===== config.mk =====
export PLATFORM = sky130hd
export DESIGN_NAME = mips_prog_loader
export DESIGN_NICKNAME = d
export VERILOG_FILES = /design/src/rtl/mips_prog_loader.sv
export SDC_FILE = /design/constraint.sdc
export NUM_CORES = 1
export LEC_CHECK = 0
export BUFFER_PORTS_ARGS = -buffer_cell sky130_fd_sc_hd__buf_2
export CAP_MARGIN = 20
export CORE_MARGIN = 2
export CORE_UTILIZATION = 40
export CTS_CLUSTER_SIZE = 14
export DETAILED_ROUTE_END_ITERATION = 10
export HOLD_SLACK_MARGIN = 0.08
export PLACE_DENSITY = 0.82
export REMOVE_ABC_BUFFERS = 1
export SKIP_CTS_REPAIR_TIMING = 1
export SLEW_MARGIN = 20
export SYNTH_ARGS = -nofsm -noshare
export SYNTH_HDL_FRONTEND = slang
export SYNTH_SLANG_ARGS = --single-unit

===== constraint.sdc =====
create_clock -name clk1 -period 3.1 [get_ports clk1]
set_clock_uncertainty 0.15 [all_clocks]
set_input_delay 0.465 -clock clk1 [delete_from_list [all_inputs] [get_ports clk1]]
set_output_delay 0.465 -clock clk1 [all_outputs]
set_load 0.005 [all_outputs]

===== src/rtl/mips_prog_loader.sv =====
// Boot-and-observe controller for the pipelined MIPS32 core: clears/seeds the
// register file, streams a program into imem, runs the core, dumps a register window.
module mips_prog_loader #(
    parameter int DATA_W     = 32,
    parameter int IMEM_DEPTH = 1024,
    parameter int NREGS      = 32,
    parameter int INIT_MODE  = 1,
    parameter int DUMP_FIRST = 0,
    parameter int DUMP_COUNT = 6,
    parameter int TIMEOUT    = 4096,
    localparam int AW = $clog2(IMEM_DEPTH),
    localparam int RW = $clog2(NREGS),
    localparam int CW = $clog2(TIMEOUT + 1)
) (
    input  logic              clk1,
    input  logic              rst,
    input  logic              start,
    input  logic [AW:0]       prog_len,
    input  logic              load_valid,
    input  logic [DATA_W-1:0] load_data,
    output logic              load_ready,
    output logic              imem_we,
    output logic [AW-1:0]     imem_addr,
    output logic [DATA_W-1:0] imem_wdata,
    output logic              rf_we,
    output logic [RW-1:0]     rf_addr,
    output logic [DATA_W-1:0] rf_wdata,
    input  logic [DATA_W-1:0] rf_rdata,
    output logic              core_run,
    input  logic              core_halted,
    output logic              dump_valid,
    output logic [DATA_W-1:0] dump_data,
    output logic [RW-1:0]     dump_idx,
    input  logic              dump_ready,
    output logic              busy,
    output logic              done,
    output logic [1:0]        err,
    output logic [CW-1:0]     run_cycles
);

    typedef enum logic [2:0] {
        IDLE, INIT_RF, LOAD, RUN, DUMP, DONE, ERR
    } state_t;

    state_t        state, nstate;
    logic [AW:0]   plen, lcnt;
    logic [RW-1:0] idx;         // shared by INIT_RF (write index) and DUMP (window offset)
    logic [CW-1:0] rcnt;
    logic          start_ok;

    assign start_ok = (prog_len != '0) && (prog_len <= (AW+1)'(IMEM_DEPTH));

    always_comb begin
        nstate     = state;
        load_ready = 1'b0;
        imem_we    = 1'b0;
        imem_addr  = '0;
        imem_wdata = '0;
        rf_we      = 1'b0;
        rf_addr    = '0;
        rf_wdata   = '0;
        core_run   = 1'b0;
        dump_valid = 1'b0;
        dump_data  = '0;
        dump_idx   = '0;
        busy       = 1'b1;
        done       = 1'b0;
        case (state)
            IDLE, DONE, ERR: begin
                busy = 1'b0;
                done = (state == DONE);
                if (start)
                    nstate = start_ok ? INIT_RF : ERR;
            end
            INIT_RF: begin
                rf_we    = 1'b1;
                rf_addr  = idx;
                rf_wdata = (INIT_MODE != 0) ? DATA_W'(idx) : '0;
                if (idx == RW'(NREGS - 1))
                    nstate = LOAD;
            end
            LOAD: begin
                load_ready = 1'b1;
                imem_we    = load_valid;
                imem_addr  = lcnt[AW-1:0];
                imem_wdata = load_data;
                if (load_valid && lcnt == plen - 1'b1)
                    nstate = RUN;
            end
            RUN: begin
                core_run = 1'b1;
                // halt takes priority over a coincident timeout
                if (core_halted)
                    nstate = DUMP;
                else if (rcnt == CW'(TIMEOUT - 1))
                    nstate = ERR;
            end
            DUMP: begin
                rf_addr    = RW'(DUMP_FIRST) + idx;
                dump_valid = 1'b1;
                dump_idx   = RW'(DUMP_FIRST) + idx;
                dump_data  = rf_rdata;
                if (dump_ready && idx == RW'(DUMP_COUNT - 1))
                    nstate = DONE;
            end
            default: nstate = IDLE;
        endcase
    end

    always_ff @(posedge clk1) begin
        if (rst) begin
            state      <= IDLE;
            plen       <= '0;
            lcnt       <= '0;
            idx        <= '0;
            rcnt       <= '0;
            run_cycles <= '0;
            err        <= 2'b00;
        end else begin
            state <= nstate;
            case (state)
                IDLE, DONE, ERR: begin
                    if (start) begin
                        if (start_ok) begin
                            plen       <= prog_len;
                            lcnt       <= '0;
                            idx        <= '0;
                            rcnt       <= '0;
                            run_cycles <= '0;
                            err        <= 2'b00;
                        end else begin
                            err <= 2'b01;
                        end
                    end
                end
                INIT_RF: idx <= (idx == RW'(NREGS - 1)) ? '0 : idx + 1'b1;
                LOAD: if (load_valid) lcnt <= lcnt + 1'b1;
                RUN: begin
                    rcnt <= rcnt + 1'b1;
                    if (core_halted) begin
                        run_cycles <= rcnt + 1'b1;
                    end else if (rcnt == CW'(TIMEOUT - 1)) begin
                        run_cycles <= CW'(TIMEOUT);
                        err        <= 2'b10;
                    end
                end
                DUMP: if (dump_ready) idx <= idx + 1'b1;
                default: ;
            endcase
        end
    end

endmodule


# Word level (Yosys, flattened, before mapping)
# Index checks and enable logic that the tools add are counted.
[word_totals]
register_bits = 58
memories = 0
elab_cells = 90
latchBits = 0
rom_bits = 0
ram_bits = 0
[classes]
n_reduce_logical = 17
div = 0
n_mul = 0
order_cmp = 1
eq_ne = 20
muxes = 41
bitwise_logic = 0
n_addsub = 4
n_shift = 0
[ops]
columns = ["cell", "count"]
rows = [
  ["$mux 32", 2],
  ["$mux 13", 4],
  ["$pmux 13 s2", 2],
  ["$mux 5", 7],
  ["$mux 11", 3],
  ["$pmux 11 s2", 1],
  ["$mux 3", 7],
  ["$ne 2x2->1 const B", 9],
  ["$reduce_and 4->1", 4],
  ["$pmux 3 s5", 1],
  ["$pmux 5 s3", 1],
  ["$add 13x1->13 const B", 1],
  ["$eq 13x12->1 const B", 1],
  ["$add 11x1->11 const B", 1],
  ["$eq 11x11->1", 1],
  ["$le 11x11->1 const B", 1],
  ["$reduce_bool 11->1", 1],
  ["$sub 11x1->11 const B", 1],
  ["$mux 10", 1],
  ["$eq 3x3->1 const B", 3],
  ["$mux 1", 8],
  ["$eq 3x2->1 const B", 2],
  ["$mux 2", 3],
  ["$reduce_and 3->1", 2],
  ["13 further kinds", 16],
]

# Depth between registers and ports, before layout
# Gate-level depths: netlist (run 1).
[logic_depth]
word_depth = 5
depth_mapped = 10
mapped_depth_nobuf = 10

# Worst setup path after synthesis (run 1)
# No wires, ideal clock.
[synth_path]
path_kind = "input port to flip-flop"
from = "input port prog_len[1]"
to = "register lcnt[10]"
path_buffers = 1
path_stages = 8
t_arrival_ns = 1.960
path_slack_ns = 0.874
setup_time_ns = 0.116
path_cell_list = "nor4_4 -> a31oi_2 -> nor2b_1 -> buf_4 -> o21ai_4 -> or4_4 -> xor2_1 -> nor2_2"
[synth_via]
elab_chain_cells = 4
[synth_lines]
columns = ["element", "line_no", "rtl"]
rows = [
  ["from (decl)", "18", "input logic [AW:0] prog_len,"],
  ["$le 11x11->1 / $reduce_bool 11->1 (equally long branches)", "51", "assign start_ok = (prog_len != '0) && (prog_len <= (AW+1)'(IMEM_DEPTH));"],
  ["$logic_and 1x1->1 (*)", "51", ""],
  ["$ne 2x2->1 (no source line) (*)", "n/a", ""],
  ["$reduce_and 4->1 (no source line) (*)", "n/a", ""],
  ["to (signal assigned)", "137", "LOAD: if (load_valid) lcnt <= lcnt + 1'b1;"],
  ["to (decl)", "46", "logic [AW:0] plen, lcnt;"],
]
# Mark *: on every way between the ends. The rest lies on a longest branch, timed or not.
# A chain may end at the register's enable or synchronous reset.

# Worst setup path in the final report (run 1)
[layout_path]
from = "register state[1]"
to = "output port rf_addr[4]"
[layout_via]
elab_chain_cells = 3
[layout_lines]
columns = ["element", "line_no", "rtl"]
rows = [
  ["from (decl)", "45", "state_t state, nstate;"],
  ["from (signal assigned)", "120", "state <= nstate;"],
  ["$eq 3x3->1 / $eq 3x1->1 (equally long branches)", "68", "case (state)"],
  ["$reduce_or 2->1 (no source line) (*)", "n/a", ""],
  ["$mux 5 (*)", "68", ""],
  ["to (decl)", "26", "output logic [RW-1:0] rf_addr,"],
]
# Marked as above.

==> summary.txt, run 1 <==
Global route
  – Initial antenna violation count: 0
  – First-pass GRT wire length: between 15 and 20 mm
  – Vias in the first global route: roughly 3,500
  – Total GRT Usage: approximately a fifth
  – Largest net degree at the start of global routing: 47
  – Global route overflow: 0

Critical path
  – Critical path cell sequence: inv_1, nand2_1, nor2_2, buf_4, and2_1, or2_2, buf_2
  – Critical path class: reg2out
  – Worst Setup Start Kind: register
  – Critical Path RT: approximately 2.5 ns
  – Crit end category: output pin
  – Crit-path leading delay family: simple AND/OR/NAND/NOR gates
  – Arrival @ worst endpoint: 2.24 ns
  – CP max stage delay: around 0.64 ns
  – Crit path max-delay cell type: dfxtp_1
  – Peak fanout along the critical path: 39
  – Critical path buffers and inverters: 3

Timing
  – Tmin final: between 2 and 3 ns
  – # setup viols final: 0
  – Pin slew with the least headroom to its limit: ~0.65 ns
  – RSZ-0062 raised after global routing: false
  – Slew HR: between 50% and 60%
  – Final hold viol count: 0
  – Max Clk Rate: 0.350 GHz
  – Final slew viol count: 0
  – Final TNS setup: 0 ns
  – Final worst-path cycle share: between 90 and 100%

Run status
  – Status: complete, no violations

Finish
  – Area Growth Syn to Fin: 28.4%
  – Share of layout cells above drive strength 1: ~34%
  – Final Util: between 50% and 60%
  – Nets: around 800
  – Final instance area: between 5000 and 6000 sq um
  – Multi-input logic area: 2610 sq um
  – Antenna diodes: 0
  – Fillcell total: roughly 1,000
  – Flip-flop and latch area: around 1200 sq um

Synthesis
  – Synthesized flop and latch total: between 50 and 60
  – Mean area per synthesized cell: 7.65 sq um
  – Simple-gate portion of the synthesized area: a little over a third
  – Mapped Cells: between 500 and 600
  – Ys flop type: dfxtp_1
  – Post-synth EDFFs: 0
  – Area contributors post-synth: dfxtp_1 29%, and2_1 13%, nor2_1 7.0%
  – Async SR Flop Fraction: 0%
  – Post-synthesis compound-gate area fraction: between 10% and 20%
  – Share of the synthesized area in the top cell type: between 20% and 30%
  – Synth cell count leaders: 85 x and2_1, 75 x nor2_1, 58 x dfxtp_1
  – Most frequent cell after synthesis: and2_1
  – Seq/Total Area, Yosys: 28.7%
  – Xor/xnor cell area share of the yosys netlist: ~7.8%
  – Post-synthesis mux area share: approximately 3.5%
  – Synth area leader: dfxtp_1
  – Largest family of logic cells by synthesized area: simple AND/OR/NAND/NOR gates
  – Mapped Area: 4050 sq um
  – Post-synth cell types: 56
  – Ys Warns: 0
  – Adder-cell share of the synthesized area: under 10%

Run
  – Max cap viols: 0

Detailed routing
  – DR iter-0 viols: around 220
  – DRC violation count after routing: 0
  – Vias per inst: ~4.8
  – Routed wire length: about 11 mm
  – Antenna viol nets, final: 0
  – TritonRoute pass-1 iters: 4
  – Via Count: a little over 4,000
  – Drt wl/cell: 13.1 microns

Die
  – Row count: 36
  – I/O Pins: around 220
  – Initial core utilization: between 40 and 50%
  – Die width: approximately 100 microns
  – Core area: just under 10,000 sq um
  – Die height: approximately 100 microns
  – DIE AREA: 10,900 sq um

CTS
  – H-tree levels: 3
  – CTS tree: done
  – Worst-path clk slew: 0.06 ns
  – # clock sinks: 58
  – Longest Clk Path Bufs: 2
  – TritonCTS Buffers: 9
  – Worst skew pair latency: 0.33 ns
  – CTS Root Cell: clkbuf_8

Placed design
  – Routability Congestion: around 0.84
  – Cell Area, Placed: 4990 sq um
  – Dpl hpwl: about 8.2 mm
  – # port buffers: ~190

Power and ir drop
  – Pwr dens: ~550 nW/um^2
  – P_leak: approximately 2.6 nW
  – Maximum vdd ir drop: ~300 uV

Worst hold path
  – Tightest Hold Check Type: in2reg
[per-stage QoR]
stage / hold WS [ns] / instances / setup WS, ns / total power [W]
global placement: 0.323 / 827 / 0.605 / 0.00212
detailed placement: 0.327 / 827 / 0.554 / 0.00214
finish: 0.240 / 843 / 0.246 / 0.00284
floorplan: 0.314 / 495 / -0.818 / 0.00167
global route: 0.264 / 843 / 0.118 / 0.00304
CTS: 0.237 / 843 / 0.257 / 0.00285
[routing by layer]
layer  track usage (%)  vias to the layer above  part of all wire (%)
met1              26.5                     1820                    45
met2              30.8                      148                    47
li1                  -                     2077                     -
met3              3.49                        9                   6.3
met4              5.05                        0                   1.0
met5                 0                        -                     0
[registers in the layout (all words and copies together), names as in the netlist]
name	flops
idx	5
lcnt	11
err	2
plen	11
state	3
run_cycles	13
rcnt	13
[cell usage in the layout (no fill, tap or decap), types with 13 or more instances in the layout]
master,synthesis,layout
xnor2_1,22,22
and2_1,85,85
xor2_1,14,14
buf_2,5,191
a21oi_1,25,25
o21ai_0,13,13
dfxtp_1,58,58
conb_1,1,27
mux2i_1,14,14
nor2_1,75,74
nand2_1,25,25
[cell type report]
class	count	area share, %
timing repair buffer	199	19.5
inverter	11	0.794
tap	133	3.20
sequential	58	22.3
multi-input combinational	426	50.2
clock inverter	5	1.01
clock buffer	11	2.91
[cells by family (layout without fill, tap and decap cells)]
logic type / Yosys count / in the layout
adder cells (fa/ha/maj): 6 / 6
XOR/XNOR: 36 / 36
AND/OR/NAND/NOR: 264 / 264
other: 1 / 27
flip-flops: 58 / 58
AO/OA/AOI/OAI: 79 / 79
buffers and inverters: 71 / 226
multiplexers: 14 / 14
[worst min-delay path: cells and delay by family]
family / cells / cell delay (ns)
mux: 1 / 0.06
buf+inv: 1 / 0.09
simple gates: 1 / 0.07
[path summary, 6_finish.rpt]
check | start | to | slack (ns) | cells past startpoint
setup / recovery | state[1] | rf_addr[4] | 0.25 | 7
hold / removal | prog_len[9] | plen[9] | 0.24 | 3
setup reg to reg | state[0] | run_cycles[11] | 0.54 | 7
hold reg to reg | run_cycles[0] | run_cycles[0] | 0.35 | 2
[where the power goes]
group	switching, W	internal [W]
combinational	0.000669	0.000546
sequential	0.000118	0.000799
clock	0.000300	0.000411
total	0.00109	0.00176
Power figures use the tool's default switching activity.
==> inputs of run 2 (changes only) <==
--- a/config.mk
+++ b/config.mk
@@ -12,7 +12,7 @@
 export CTS_CLUSTER_SIZE = 14
 export DETAILED_ROUTE_END_ITERATION = 10
 export HOLD_SLACK_MARGIN = 0.08
-export PLACE_DENSITY = 0.82
+export PLACE_DENSITY = 0.85
 export REMOVE_ABC_BUFFERS = 1
 export SKIP_CTS_REPAIR_TIMING = 1
 export SLEW_MARGIN = 20
==> constraint.sdc (replaced) <==
create_clock -name clk1 -period 2.35 [get_ports clk1]
set_clock_uncertainty 0.15 [all_clocks]
set_input_delay 0.3525 -clock clk1 [delete_from_list [all_inputs] [get_ports clk1]]
set_output_delay 0.3525 -clock clk1 [all_outputs]
set_load 0.005 [all_outputs]
==> summary.txt, run 2 (synthesized netlist as in run 1, its figures left out) <==
Finish
  – Antenna diodes: 0 (unchanged)
  – Highest-count cells in the layout ignoring fill and taps: 191 x buf_2, 85 x and2_1, 74 x nor2_1, 54 x dfxtp_1, 30 x buf_4
  – Share of layout cells above drive strength 1: 37.9% (+4.3 points)
  – Largest registers: rcnt x13, run_cycles x13
  – Nets: 819 (+3.4%)
  – Area Growth Syn to Fin: 35.8%
  – Most common cell after layout, fill and taps aside: buf_2

CTS
  – CTS Root Cell: clkbuf_8
  – Worst skew pair latency: 0.34 ns (about the same)
  – H-tree levels: 3 (unchanged)
  – # clock sinks: 58 (unchanged)
  – Worst-path clk slew: 0.07 ns (about the same)
  – Longest Clk Path Bufs: 2 (unchanged)
  – CTS tree: done
  – TritonCTS Buffers: 9 (unchanged)

Global route
  – Vias in the first global route: 3,894 (+10%)
  – Largest net degree at the start of global routing: 47 (unchanged)
  – Total GRT Usage: 20.5% (+1.3 points)
  – First-pass GRT wire length: 18.6 mm (+6.1%)
  – Initial antenna violation count: 0 (unchanged)
  – Global route overflow: 0 (unchanged)

Placed design
  – Routability Congestion: 0.852 (+0.84%)
  – Setup Slack @ Placement: 0.0345 ns (-0.519 ns)
  – # port buffers: 191 (unchanged)
  – Dpl hpwl: 8.76 mm (+6.4%)

Power and ir drop
  – Pwr dens: 730 nW/um^2 (+34%)
  – P_leak: 2.70 nW (+5.5%)
  – Maximum vdd ir drop: 352 uV (+15%)

Timing
  – Final hold viol count: 0 (unchanged)
  – Final worst-path cycle share: between 90 and 100%
  – Max Clk Rate: approximately 0.44 GHz
  – Tmin final: approximately 2.3 ns
  – Final TNS setup: 0 ns (unchanged)
  – # setup viols final: 0 (unchanged)
  – Final slew viol count: 0 (unchanged)
  – Worst Slack Setup Final: 0.0612 ns (-0.185 ns)

Detailed routing
  – Via Count: 4,283 (+5.6%)
  – Routed wire length: 11.8 mm (+7.1%)
  – Antenna viol nets, final: 0 (unchanged)
  – TritonRoute pass-1 iters: 4 (unchanged)
  – DR iter-0 viols: 198 (-11%)
  – Vias per inst: 4.92 (+2.4%)
  – DRC violation count after routing: 0 (unchanged)
  – Drt wl/cell: 13.6 microns (+3.8%)

Critical path
  – Crit path max-delay cell type: dfxtp_1
  – Worst Setup Start Kind: register
  – CP max stage delay: 0.34 ns (-0.30 ns)
  – Critical path class: reg2out
  – FF-to-FF setup slack: 0.13 ns (-0.41 ns)
  – Critical path cell sequence: buf_4, nor3b_4, buf_4, buf_12, and2_1, buf_2
  – Crit end category: output pin
  – Peak fanout along the critical path: 44 (+13%)
  – Critical Path RT: 1.85 ns (-0.63 ns)
  – Arrival @ worst endpoint: 1.79 ns (-0.45 ns)
  – Most used cell, CP: buf_4

Die
  – I/O Pins: 219 (unchanged)
  – DIE AREA: 10,900 sq um (unchanged)
  – Die width: 105 microns (unchanged)
  – Die height: 105 microns (unchanged)
  – Row count: 36 (unchanged)
  – Core area: 9820 sq um (unchanged)
  – Initial core utilization: 41.2% (unchanged)

Worst hold path
  – Tightest Hold Check Type: in2reg

Run status
  – Status: complete, no violations

Run
  – Max cap viols: 0 (unchanged)
==> run 2: stage by stage <==
step / hold WS, ns / total power (W) / cells / utilization, % / area, sq um
global route: 0.128 / 0.00425 / 870 / 56.0 / 5500
global placement: 0.321 / 0.00297 / 853 / 52.8 / 5190
floorplan: 0.272 / 0.00220 / 495 / - / 3800
finish: 0.124 / 0.00401 / 870 / 56.0 / 5500
CTS: 0.118 / 0.00389 / 869 / 54.8 / 5380
detailed placement: 0.321 / 0.00300 / 853 / 52.8 / 5190
==> run 2: layer usage <==
layer,global-route usage [%],wire [microns],vias to the layer above
met1,26.5,5200,1974
li1,-,-,2134
met3,4.37,765,10
met4,4.38,97,0
met2,35.1,5730,165
met5,0,0,-
==> run 2: path summary, 6_finish.rpt <==
path	start	end	cells after the start
setup / recovery	state[2]	imem_wdata[17]	6
hold / removal	prog_len[10]	plen[10]	3
setup reg to reg	rcnt[0]	state[0]	8
hold reg to reg	run_cycles[0]	run_cycles[0]	2
==> run 2: critical path: cells and delay by family (launching register included) <==
family        cells  cell delay (ns)
simple gates      2             0.43
buf+inv           4             0.67
flops             1             0.34
==> run 2: final cells by class <==
class,instances,area (sq um)
Timing Repair Buffer,226,1260
Clock buffer,12,165
Sequential cell,58,1170
Multi-Input combinational cell,426,2670
Clock inverter,4,25.0
Fill cell,915,4320
Tap cell,133,166
Inverter,11,41.3
==> run 2: power breakdown <==
part | switching, W | leakage [nW] | internal (W)
Combinational | 0.00107 | 2.13 | 0.000921
Clock | 0.000414 | 0.0944 | 0.000465
Sequential | 0.0000867 | 0.471 | 0.00106
